$ cat src/rtl/deser_16_64_pkg.sv
// Link constants shared by the 64-to-16 serialiser and
// the 16-to-64 deserialiser on the two ends of the link.
package deser_16_64_pkg;

  localparam int NARROW_W = 16;
  localparam int WIDE_W   = 64;
  localparam int RATIO    = 4;
  localparam int CNT_W    = 2;
  localparam int ASM_W    = WIDE_W - NARROW_W;

endpackage

$ cat src/rtl/deser_16_64.sv
// Gathers four 16-bit link words, LSB word first, into one
// 64-bit word, with valid/stop flow control on both sides.
module deser_16_64
  import deser_16_64_pkg::*;
(
  input  logic                clk,
  input  logic                res_n,
  input  logic                valid_in,
  output logic                stop_out,
  input  logic [NARROW_W-1:0] data_in,
  output logic                valid_out,
  input  logic                stop_in,
  output logic [WIDE_W-1:0]   data_out
);

  logic [CNT_W-1:0] cnt;
  logic [CNT_W-1:0] cnt_nxt;
  logic [ASM_W-1:0] asm;
  logic             acc;
  logic             cons;
  logic             last;
  logic             valid_nxt;
  logic             stop_nxt;

  localparam logic [CNT_W-1:0] CNT_LAST =
    CNT_W'(RATIO - 1);

  always_comb begin
    acc       = valid_in && !stop_out;
    cons      = valid_out && !stop_in;
    last      = acc && (cnt == CNT_LAST);
    cnt_nxt   = cnt;
    valid_nxt = valid_out;
    if (acc)
      cnt_nxt = cnt + CNT_W'(1);
    if (last)
      valid_nxt = 1'b1;
    else if (cons)
      valid_nxt = 1'b0;
    // stall looks at the post-edge state
    stop_nxt = (cnt_nxt == CNT_LAST) && valid_nxt;
  end

  always_ff @(posedge clk or negedge res_n) begin
    if (!res_n) begin
      cnt <= '0;
      asm <= '0;
    end else if (acc) begin
      cnt <= cnt_nxt;
      for (int i = 0; i < RATIO - 1; i++)
        if (cnt == CNT_W'(i))
          asm[i*NARROW_W +: NARROW_W] <= data_in;
    end
  end

  always_ff @(posedge clk or negedge res_n) begin
    if (!res_n) begin
      data_out  <= '0;
      valid_out <= 1'b0;
      stop_out  <= 1'b0;
    end else begin
      if (last)
        data_out <= {data_in, asm};
      valid_out <= valid_nxt;
      stop_out  <= stop_nxt;
    end
  end

endmodule

$ cat config.mk
export PLATFORM = sky130hd
export DESIGN_NAME = deser_16_64
export DESIGN_NICKNAME = d
export VERILOG_FILES = /design/src/rtl/deser_16_64_pkg.sv /design/src/rtl/deser_16_64.sv
export SDC_FILE = /design/constraint.sdc
export NUM_CORES = 1
export LEC_CHECK = 0
export ABC_AREA = 1
export BUFFER_PORTS_ARGS = -buffer_cell sky130_fd_sc_hd__clkbuf_2
export CAP_MARGIN = 15
export CORE_MARGIN = 2
export CORE_UTILIZATION = 49
export CTS_CLUSTER_SIZE = 25
export DETAILED_ROUTE_END_ITERATION = 12
export PLACE_DENSITY = 0.79
export SYNTH_ARGS = -nofsm -noshare
export SYNTH_HDL_FRONTEND = slang
export SYNTH_SLANG_ARGS = --single-unit
$ cat constraint.sdc
create_clock -name clk -period 1.2 [get_ports clk]
set_input_delay 0.12 -clock clk [delete_from_list [all_inputs] [get_ports clk]]
set_output_delay 0.12 -clock clk [all_outputs]
set_load 0.02 [all_outputs]
* Word-level counts from Yosys, hierarchy flattened *
Cells that the tools add are included.

storage, ports and cells
  output and inout bits = 66
  register bits = 116
  bits of input ports = 20

operators by class
  reductions and logical operators = 10
  eq/ne operators = 4
  mux-type cells = 3
  add/sub/neg operators = 1

operators with widths
  cell                                                 number
  equality test 2 bit, second input constant           3
  AND reduction 2 bit                                  3
  logical AND 1 bit                                    4
  adder 2 x 1 -> 2 bit, second input constant          1
  equality test 2 x 1 -> 1 bit, second input constant  1
  logical NOT 1 bit                                    2
  logical NOT 2 bit                                    1
  2-to-1 mux 1 bit                                     2
  2-to-1 mux 2 bit                                     1

* Longest topological paths before layout *
  depth after elaboration = 5
  depth in mapped cells = 7
  mapped depth without buffers = 6

* Worst setup path before layout *
No wires, ideal clock.

  path type = register -> register
  start point = register cnt[0]
  end point = register data_out[28]
  path slack = -0.071 ns
  period minus slack after synthesis = 1.271 ns
  arrival = 1.154 ns
  cell stages (with the launch flop) = 8
  required time = 1.084 ns
  path buffers = 2
  library setup time = 0.116 ns
  cells stage by stage = dfrtp_1 > ha_1 > nand3_2 > inv_2 > buf_6 > buf_4 > nand2_1 > nand2_1

on the way
  word-level cells in the longest chain between the ends = 2

RTL lines
  item                    line               text
  start, declared         deser_16_64.sv:16  logic [CNT_W-1:0] cnt;
  start signal, assigned  deser_16_64.sv:49  cnt <= cnt_nxt;
  equality test 2 bit     deser_16_64.sv:31  last = acc && (cnt == CNT_LAST);
  logical AND 1 bit       deser_16_64.sv:31
  end signal, assigned    deser_16_64.sv:63  data_out <= {data_in, asm};
  end, declared           deser_16_64.sv:13  output logic [WIDE_W-1:0] data_out

No other way between the ends.
A chain may end at the register's enable or synchronous reset.

* Worst setup path after layout *
  start point = register cnt[0]
  end point = register data_out[43]

The elaborated chain is that of the path after synthesis.

==> run_results.csv <==
group,metric,value,unit
yosys,netlist_top_cells_count,"217 x nand2_1, 116 x dfrtp_1, 53 x o21ai_0",
floorplan,dieArea,9580,sq um
yosys,synth_edf_count,0,
status,outcome,"complete, but fails checks",
sta,setup_slack,-0.201,ns
place,io_buffers,85,
sta,clock_skew,0.0105,ns
grt,grt-ovfl-total,0,
yosys,synthDominantCellAreaShare,0.672,
floorplan,io_pins,86,
place,dp_cells,635,
layout,fillers,490,
yosys,mappedNetlistNets,475,
yosys,yosysWarningCount,0,
yosys,yosysMostFrequentCell,"nand2_1",
yosys,syn_area,4320,sq um
clock_tree,clock-sinks,116,
min_path,min_path_cells,4,
route,viasPerCell,5.52,
floorplan,initial_core_util,0.500,
min_path,worstHoldStart,"valid_in",
power,vdd_drop_max,0.00178,V
yosys,synthFlopType,"dfrtp_1",
grt,grt_usage,0.270,
clock_tree,clkLatencyLatePin,0.53,ns
worst_setup_path,r2r_slack,-0.20,ns
flow_run,drv_cap,0,
yosys,synth_top_area_cell,"dfrtp_1",
clock_tree,clockBufferDepth,2,
sta,tightest_slew,0.331,ns
worst_setup_path,path_class,"reg -> reg",
route,drc,0,
power,p_per_area,3100,nW/um^2
yosys,async_flop_share,1.00,
floorplan,die_h,97.9,um
grt,antenna_found_initial,0,
route,drtAntennaViolNets,0,
layout,final_net_count,631,
route,wl_per_cell,19.8,um
layout,fin_util,0.779,
worst_setup_path,crit_arrival,1.81,ns
yosys,synth_seq_cells,116,
sta,fmax,0.714,GHz
sta,report.final.slew_viol_count,0,
sta,final-setup-viol-count,128,
grt,grt_pass1_vias,3771,
worst_setup_path,regToRegStartpoint,"cnt[0]",
worst_setup_path,required,1.61,ns
place,finalWeightedCongestion,0.773,
yosys,seq_area_frac_synth,0.672,
clock_tree,cts_htree_levels,4,
grt,grt_start_max_net_pins,61,
worst_setup_path,ff2ff_path_depth,6,
route,routed_wl,14400,um
floorplan,fp-row-count,34,
min_path,holdPathEnd,"cnt[1]",
route,drt-pass1-iter-count,5,
clock_tree,clk_pin_slew,0.06,ns
route,vias,4014,
worst_setup_path,reg2reg_to,"data_out[43]",
place,dp_hpwl,6710,um
layout,multiInputGateArea,1400,sq um
layout,area_growth,55.9,%
worst_setup_path,crit_path_end_kind,"flop",
layout,fin_cells,727,
sta,fin_setup_tns,-9.64,ns
worst_setup_path,start_kind,"flop",
yosys,avgSynthCellArea,9.57,sq um
route,drt_iter0_drc,376,
layout,drive_above_1_share,0.355,
grt,grt_pass1_wl,19700,um
sta,maxSlewHeadroom,0.779,
power,p_leak,3.55,nW
yosys,ys_types,16,
sta,rsz0062_at_grt,"true",
status,violations,"negative setup slack",
yosys,syn_inst,451,
sta,hold_viol_final,0,
layout,final-seq-area,2900,sq um
floorplan,core,8640,sq um
clock_tree,clock_tree.root_cell,"clkbuf_8",
sta,period_share,1.17,
layout,antenna_cells,0,
floorplan,die_w,97.9,um
worst_setup_path,path_max_fanout,5,
yosys,netlist_top_cells_area,"dfrtp_1 67%, nand2_1 19%, o21ai_0 6.1%",
clock_tree,cts_tree,"done",
sta,final.min_clock_period,1.40,ns
clock_tree,cts_buffers,17,
min_path,min_path_type,"in -> reg",
==> per-stage QoR <==
stage,power (mW),hold WS [ns],worst slack (ns),area (sq um)
finish,20.8,0.0596,-0.201,6730
global route,21.7,0.105,-0.253,6730
CTS,18.5,0.0250,-0.120,6150
detailed placement,12.1,0.150,-0.0768,5000
global placement,11.9,0.150,-0.0179,5000
floorplan,10.0,-0.176,-0.00334,4340
==> state kept, by name, summed over array words and instances, names as in the netlist <==
register / count
asm: 48
cnt: 2
data_out: 64
stop_out: 1
valid_out: 1
==> how the worst max path moves through the flow <==
stage | from | endpoint | slack [ns] | cells after the start
floorplan | cnt[1] | data_out[28] | -0.003 | 7
global placement | cnt[0] | data_out[36] | -0.02 | 6
detailed placement | cnt[0] | data_out[59] | -0.08 | 5
CTS | cnt[0] | data_out[5] | -0.12 | 6
global route | cnt[1] | data_out[43] | -0.25 | 6
finish | cnt[0] | data_out[43] | -0.20 | 6
==> layout make-up <==
cell class | instances | share of cell area
sequential | 116 | 0.431
timing repair buffer | 159 | 0.235
multi-input combinational | 291 | 0.208
clock buffer | 22 | 0.0703
clock inverter | 9 | 0.0223
tap | 108 | 0.0201
inverter | 22 | 0.0130
==> layout by cell type (no fill, tap or decap), types with 2 or more instances in the layout <==
cell type      Yosys  routed
clkinvlp_4         0       2
o21ai_2            0      12
dlygate4sd3_1      0      19
ha_1               4       3
buf_6              1      38
o21ai_1           11      19
nand2_4            0      10
nand2_1          217     188
clkinv_2           0       3
inv_1             20      19
clkbuf_8           0      14
dfrtp_1          116     115
o21ai_0           53      33
clkbuf_2           1      28
buf_12             0       9
buf_2              8       3
bufinv_16          0       4
buf_4              2      47
nand2_2            3      22
inv_2              2       2
buf_16             0       4
clkbuf_16          0      17
==> critical path, cell delays in order, from the launching register on <==
cell and delay (ns):
dfrtp_1 0.40, ha_2 0.22, nand3_4 0.17, buf_12 0.21, buf_16 0.15, nand2_2 0.06, nand2_1 0.07
==> layer usage <==
layer	vias up	track usage	routed length, um
met5	-	0	0
met4	0	0.123	871
met3	79	0.0752	1200
met2	253	0.445	7000
met1	1959	0.332	5340
li1	1723	-	-
==> timing repair <==
action | CTS | global route
pin swaps | 9 | 8
endpoints found under the hold margin | 168 | 0
hold buffers | 19 | 0
resized for setup | 67 | 162
gates cloned | 4 | 1
buffers inserted | 13 | 26
setup endpoints to repair | 139 | 170
==> power breakdown <==
group	internal, mW	switching, mW
combinational	3.94	4.43
sequential	5.72	1.38
clock	3.57	1.81
total	13.2	7.62
==> cells by family after synthesis <==
logic type / count (synthesis) / share of synthesized area
AND/OR/NAND/NOR: 223 / 0.197
flip-flops: 116 / 0.672
AO/OA/AOI/OAI: 64 / 0.0742
buffers and inverters: 44 / 0.0443
adder cells (fa/ha/maj): 4 / 0.0116
Note: power is estimated with default switching activity, not from simulation.
